**config.mk**
```make
export PLATFORM = sky130hd
export DESIGN_NAME = ex_mem_pipe
export DESIGN_NICKNAME = d
export VERILOG_FILES = /design/src/rtl/ex_mem_pipe.sv
export SDC_FILE = /design/constraint.sdc
export NUM_CORES = 1
export LEC_CHECK = 0
export CORE_UTILIZATION = 54
export CTS_BUF_LIST = sky130_fd_sc_hd__clkbuf_16
export CTS_CLUSTER_DIAMETER = 100
export CTS_CLUSTER_SIZE = 10
export DETAILED_ROUTE_END_ITERATION = 8
export GPL_TIMING_DRIVEN = 0
export PLACE_DENSITY = 0.95
export SYNTH_ARGS = -nofsm -noshare
export SYNTH_HDL_FRONTEND = slang
export SYNTH_SLANG_ARGS = --single-unit
```
**constraint.sdc**
```tcl
create_clock -name CLK -period 3.7 [get_ports CLK]
set_input_delay 0.74 -clock CLK [delete_from_list [all_inputs] [get_ports CLK]]
set_output_delay 0.74 -clock CLK [all_outputs]
set_load 0.01 [all_outputs]
```
**src/rtl/ex_mem_pipe.sv**
```systemverilog
// Elastic EX->MEM pipeline register with valid/ready handshake, flush, bubble
// suppression, optional two-entry skid buffer and a saturating stall counter.
module ex_mem_pipe #(
    parameter int ADDRESS_WIDTH = 5,
    parameter int DATA_WIDTH    = 32,
    parameter int FUNCT3_WIDTH  = 3,
    parameter int SKID          = 1,
    parameter int CNT_WIDTH     = 16
) (
    input  logic                     CLK,
    input  logic                     RST,
    input  logic                     ValidE,
    output logic                     ReadyE,
    input  logic                     RegWriteE,
    input  logic [1:0]               ResultSrcE,
    input  logic                     MemWriteE,
    input  logic [DATA_WIDTH-1:0]    ALUResultE,
    input  logic [DATA_WIDTH-1:0]    WriteDataE,
    input  logic [ADDRESS_WIDTH-1:0] RdE,
    input  logic [DATA_WIDTH-1:0]    PCPlus4E,
    input  logic [FUNCT3_WIDTH-1:0]  funct3E,
    input  logic                     FlushM,
    input  logic                     ReadyM,
    output logic                     ValidM,
    output logic                     RegWriteM,
    output logic [1:0]               ResultSrcM,
    output logic                     MemWriteM,
    output logic [DATA_WIDTH-1:0]    ALUResultM,
    output logic [DATA_WIDTH-1:0]    WriteDataM,
    output logic [ADDRESS_WIDTH-1:0] RdM,
    output logic [DATA_WIDTH-1:0]    PCPlus4M,
    output logic [FUNCT3_WIDTH-1:0]  funct3M,
    output logic [CNT_WIDTH-1:0]     StallCntM
);

    localparam int PW = 4 + 3 * DATA_WIDTH + ADDRESS_WIDTH + FUNCT3_WIDTH;
    localparam logic [CNT_WIDTH-1:0] CNT_MAX = {CNT_WIDTH{1'b1}};

    logic [PW-1:0]        pl_in_s;
    logic [PW-1:0]        h_data_r;
    logic                 h_valid_s;
    logic                 ready_s;
    logic                 accept_s;
    logic                 pop_s;
    logic                 rw_h_s;
    logic                 mw_h_s;
    logic [CNT_WIDTH-1:0] stall_cnt_r;

    assign pl_in_s  = {RegWriteE, ResultSrcE, MemWriteE, ALUResultE, WriteDataE,
                       RdE, PCPlus4E, funct3E};
    assign accept_s = ValidE & ready_s & ~FlushM;
    assign pop_s    = h_valid_s & ReadyM;

    generate
        if (SKID == 0) begin : g_single
            logic valid_r;

            assign h_valid_s = valid_r;
            assign ready_s   = (~valid_r | ReadyM) & ~RST;

            // Single holding register: load on accept, drain on pop
            always_ff @(posedge CLK) begin
                if (RST) begin
                    valid_r  <= 1'b0;
                    h_data_r <= {PW{1'b0}};
                end else if (FlushM) begin
                    valid_r <= 1'b0;
                end else if (accept_s) begin
                    valid_r  <= 1'b1;
                    h_data_r <= pl_in_s;
                end else if (pop_s) begin
                    valid_r <= 1'b0;
                end
            end
        end else begin : g_skid
            localparam logic [1:0] ST_EMPTY = 2'b00;
            localparam logic [1:0] ST_ONE   = 2'b01;
            localparam logic [1:0] ST_TWO   = 2'b10;

            logic [1:0]    state_r;
            logic [1:0]    state_nxt_s;
            logic [PW-1:0] s_data_r;
            logic          ready_r;
            logic          load_h_s;
            logic          load_s_s;
            logic          h_from_s_s;

            assign h_valid_s = (state_r != ST_EMPTY);
            // ReadyE comes from a flop so MEM-side ready never reaches EX combinationally
            assign ready_s   = ready_r & ~RST;

            // Occupancy transitions and entry-load selects
            always_comb begin
                state_nxt_s = state_r;
                load_h_s    = 1'b0;
                load_s_s    = 1'b0;
                h_from_s_s  = 1'b0;
                case (state_r)
                    ST_EMPTY: begin
                        if (accept_s) begin
                            state_nxt_s = ST_ONE;
                            load_h_s    = 1'b1;
                        end else begin
                            state_nxt_s = ST_EMPTY;
                        end
                    end
                    ST_ONE: begin
                        if (accept_s & pop_s) begin
                            load_h_s = 1'b1;
                        end else if (accept_s) begin
                            state_nxt_s = ST_TWO;
                            load_s_s    = 1'b1;
                        end else if (pop_s) begin
                            state_nxt_s = ST_EMPTY;
                        end else begin
                            state_nxt_s = ST_ONE;
                        end
                    end
                    ST_TWO: begin
                        if (pop_s) begin
                            state_nxt_s = ST_ONE;
                            h_from_s_s  = 1'b1;
                        end else begin
                            state_nxt_s = ST_TWO;
                        end
                    end
                    default: begin
                        state_nxt_s = ST_EMPTY;
                    end
                endcase
            end

            // State and registered ready; flush empties both entries
            always_ff @(posedge CLK) begin
                if (RST) begin
                    state_r <= ST_EMPTY;
                    ready_r <= 1'b1;
                end else if (FlushM) begin
                    state_r <= ST_EMPTY;
                    ready_r <= 1'b1;
                end else begin
                    state_r <= state_nxt_s;
                    ready_r <= (state_nxt_s != ST_TWO);
                end
            end

            // Head and skid payload storage
            always_ff @(posedge CLK) begin
                if (RST) begin
                    h_data_r <= {PW{1'b0}};
                    s_data_r <= {PW{1'b0}};
                end else begin
                    if (load_h_s) begin
                        h_data_r <= pl_in_s;
                    end else if (h_from_s_s) begin
                        h_data_r <= s_data_r;
                    end
                    if (load_s_s) begin
                        s_data_r <= pl_in_s;
                    end
                end
            end
        end
    endgenerate

    // Saturating count of cycles the head waits on MEM
    always_ff @(posedge CLK) begin
        if (RST) begin
            stall_cnt_r <= {CNT_WIDTH{1'b0}};
        end else if (h_valid_s & ~ReadyM & ~FlushM & (stall_cnt_r != CNT_MAX)) begin
            stall_cnt_r <= stall_cnt_r + CNT_WIDTH'(1);
        end
    end

    assign {rw_h_s, ResultSrcM, mw_h_s, ALUResultM, WriteDataM, RdM, PCPlus4M, funct3M} = h_data_r;
    // Write enables are gated so a bubble can never commit state
    assign RegWriteM = h_valid_s & rw_h_s;
    assign MemWriteM = h_valid_s & mw_h_s;
    assign ValidM    = h_valid_s;
    assign ReadyE    = ready_s;
    assign StallCntM = stall_cnt_r;

endmodule

```
==> flow_metrics.env <==
export IMPL_synth_mux_area_share_pct=1.10
export IMPL_synth_ff_type="dfxtp_1"
export IMPL_synthDistinctLibCells=39
export IMPL_irDropWorstVdd_mv=0.342
export IMPL_clockBufferDepth=3
export IMPL_routed_wirelength_um=28100
export IMPL_start_kind="input port"
export IMPL_synth_avg_cell_area_um2=7.70
export IMPL_wire_per_inst_um=15.7
export IMPL_cts_repair_resized=0
export IMPL_post_cts_setup_buffers=0
export IMPL_hp_class="reg -> reg"
export IMPL_maxSlewViolCount=0
export IMPL_design_die_area_um2=18900
export IMPL_grt_pass1_wl_um=44200
export IMPL_finalCriticalPeriod_ns=3.28
export IMPL_tightest_slew_ns=0.762
export IMPL_synthAdderAreaFrac_pct=0.126
export IMPL_rrSetupSlack_ns=1.31
export IMPL_cts_hold_buf=0
export IMPL_yosysWarnings=0
export IMPL_ios=239
export IMPL_grt_total_usage_pct=29.3
export IMPL_synth_xor_area_share_pct=0
export IMPL_synth_yosys_seq_area_share_pct=47.4
export IMPL_synth_compound_area_share_pct=6.78
export IMPL_power_density_nw_per_um2=416
export IMPL_final_common_cell="nor2_1"
export IMPL_cts_made_buffers=27
export IMPL_cts_tree="done"
export IMPL_rsz0062_at_grt="false"
export IMPL_vias=9734
export IMPL_clock_sinks=235
export IMPL_drive_above_1_share_pct=12.0
export IMPL_p_seq_share_pct=48.1
export IMPL_slew_limit_headroom_pct=49.2
export IMPL_clock_insertion_delay_worst_skew_ns=0.51
export IMPL_arrival_ns=2.54
export IMPL_synth_cells=1288
export IMPL_crit_path_start="RST"
export IMPL_cp_max_fo=10
export IMPL_diodes=0
export IMPL_cp_required_ns=2.96
export IMPL_gp_congestion=0.854
export IMPL_first_pass_iters=7
export IMPL_dp_hpwl_um=19600
export IMPL_postSynth_asyncResetShare_pct=0
export IMPL_clock_fmax_ghz=0.305
export IMPL_finalCritPeriodShare_pct=88.6
export IMPL_layout_nets=1668
export IMPL_htreeDepth=1
export IMPL_r2r_start="g_skid.state_r[1]"
export IMPL_area_delta_synth_final_pct=33.7
export IMPL_setup_viol=0
export IMPL_die_x_um=138
export IMPL_finalHoldViolCount=0
export IMPL_grt_pass1_vias=9444
export IMPL_grt_overflow=0
export IMPL_fin_skew_ns=0.0104
export IMPL_antenna_left=0
export IMPL_timing_max_cap_violations=0
export IMPL_antenna_found_initial=0
export IMPL_switching_share_pct=23.1
export IMPL_initialDrtViolationCount=606
export IMPL_fp_dieH_um=138
export IMPL_synth_edff_count=0
export IMPL_row_count=49
export IMPL_fin_util_pct=73.8
export IMPL_power_leakage_nw=5.23
export IMPL_critPathKind="in -> out"
export IMPL_pwr_share_clk_pct=40.2
export IMPL_p_int_mw=4.24
export IMPL_fp_coreArea_um2=18000
export IMPL_root_buffer="clkbuf_16"
export IMPL_switchingPower_mw=1.27
export IMPL_rr_worst_depth=7
export IMPL_start_util_pct=55.2
export IMPL_syn_num_nets=1402
export IMPL_r2r_end="g_skid.s_data_r[92]"
export IMPL_endpoint="ReadyE"
export IMPL_status="completed"
export IMPL_port_buffer_count=237
export IMPL_fin_tns_setup_ns=0
export IMPL_synth_simple_gate_area_share_pct=32.8
export IMPL_ys_ff_latch=235
export IMPL_grt_max_degree=13
export IMPL_power_share_combinational_pct=11.7
export IMPL_syn_area_um2=9920
export IMPL_synth_top_family_by_area="simple AND/OR/NAND/NOR gates"
export IMPL_drc_errors=0
export IMPL_viasPerCell=5.46
export IMPL_final_cell_mix="nor2_1 (337), clkdlybuf4s50_1 (237), dfxtp_1 (235)"
export IMPL_min_from="g_skid.s_data_r[27]"
export IMPL_clkSlewWorstSetupHoldPaths_ns=0.05
export IMPL_end_kind="output port"
==> layer usage <==
| metal | wire length (um) | vias up | share of wire [%] | track usage, % |
|---|---|---|---|---|
| li1 | - | 4654 | - | - |
| met3 | 2400 | 73 | 8.6 | 5.48 |
| met5 | 0 | - | 0 | 0 |
| met2 | 13900 | 450 | 50 | 52.0 |
| met1 | 11000 | 4557 | 39 | 35.3 |
| met4 | 731 | 0 | 2.6 | 10.1 |
==> per-stage QoR <==
stage | setup slack, ns | area, um2 | power (mW) | instances | hold slack, ns
2_1_floorplan | 1.42 | 9920 | 3.00 | 1288 | 0.437
3_3_place_gp | 0.449 | 12600 | 3.32 | 1754 | 0.442
3_5_place_dp | 0.418 | 12600 | 3.34 | 1754 | 0.447
4_1_cts | 0.421 | 13300 | 5.52 | 1782 | 0.454
5_1_grt | 0.284 | 13300 | 5.68 | 1782 | 0.468
6_report | 0.423 | 13300 | 5.51 | 1782 | 0.454
==> flip-flops by register name, summed over array words and instances (netlist names) <==
| signal | cells |
|---|---|
| g_skid.state_r | 2 |
| g_skid.ready_r | 1 |
| StallCntM | 16 |
| h_data_r | 108 |
| g_skid.s_data_r | 108 |
==> synthesized netlist by cell type, drive strengths merged (2+ instances only) <==
cell type / n / area (um2)
buf: 126 / 903
dfxtp: 235 / 4700
or4: 2 / 15.0
nor2: 337 / 1260
or2: 3 / 18.8
nand2b: 3 / 18.8
a21oi: 114 / 571
clkbuf: 66 / 248
nor3: 5 / 36.3
or3: 4 / 25.0
mux2i: 3 / 30.0
o21ai: 3 / 15.0
o31ai: 3 / 36.3
nand4: 4 / 25.0
and2: 2 / 12.5
nand3: 7 / 35.0
mux2: 7 / 78.8
nor4: 116 / 857
nand2: 222 / 833
nor2b: 8 / 50.1
nand3b: 3 / 22.5
inv: 3 / 11.3
==> critical path, stage by stage <==
cell and delay (ns):
buf_2 0.18, clkbuf_1 0.53, clkbuf_1 0.44, nor2b_1 0.13
clkdlybuf4s50_1 0.50
==> worst min-delay path by stage <==
| stage | end | slack [ns] | depth (start not counted) |
|---|---|---|---|
| after floorplan | g_skid.s_data_r[0] | 0.44 | 2 |
| after global placement | g_skid.s_data_r[15] | 0.44 | 2 |
| after detailed placement | g_skid.s_data_r[27] | 0.45 | 2 |
| after CTS | g_skid.s_data_r[27] | 0.45 | 2 |
| after global routing | g_skid.s_data_r[99] | 0.47 | 2 |
| final | g_skid.s_data_r[27] | 0.45 | 2 |
==> area by class of cell <==
cell class | count | area (um2)
clock buffers | 27 | 676
flip-flops and latches | 235 | 4700
inverters | 3 | 11.3
fillers | 1252 | 4710
well taps | 229 | 287
repair buffers | 237 | 2370
multi-input cells | 858 | 4050
clock inverters | 1 | 7.51
plain buffers | 192 | 1150
==> kinds of logic (layout without fill, tap and decap cells) <==
family,Yosys count,after routing
adder cells (fa/ha/maj),1,1
multiplexers,10,10
AO/OA/AOI/OAI,126,126
AND/OR/NAND/NOR,721,721
flip-flops,235,235
buffers and inverters,195,460
==> power groups by stage <==
stage / logic (mW) / registers (mW) / clock network [mW]
floorplan: 0.308 / 2.69 / 0
global placement: 0.622 / 2.70 / 0
detailed placement: 0.637 / 2.70 / 0
CTS: 0.644 / 2.65 / 2.23
global route: 0.696 / 2.65 / 2.33
finish: 0.645 / 2.65 / 2.22
No activity file was read; power rests on OpenSTA's default activity.
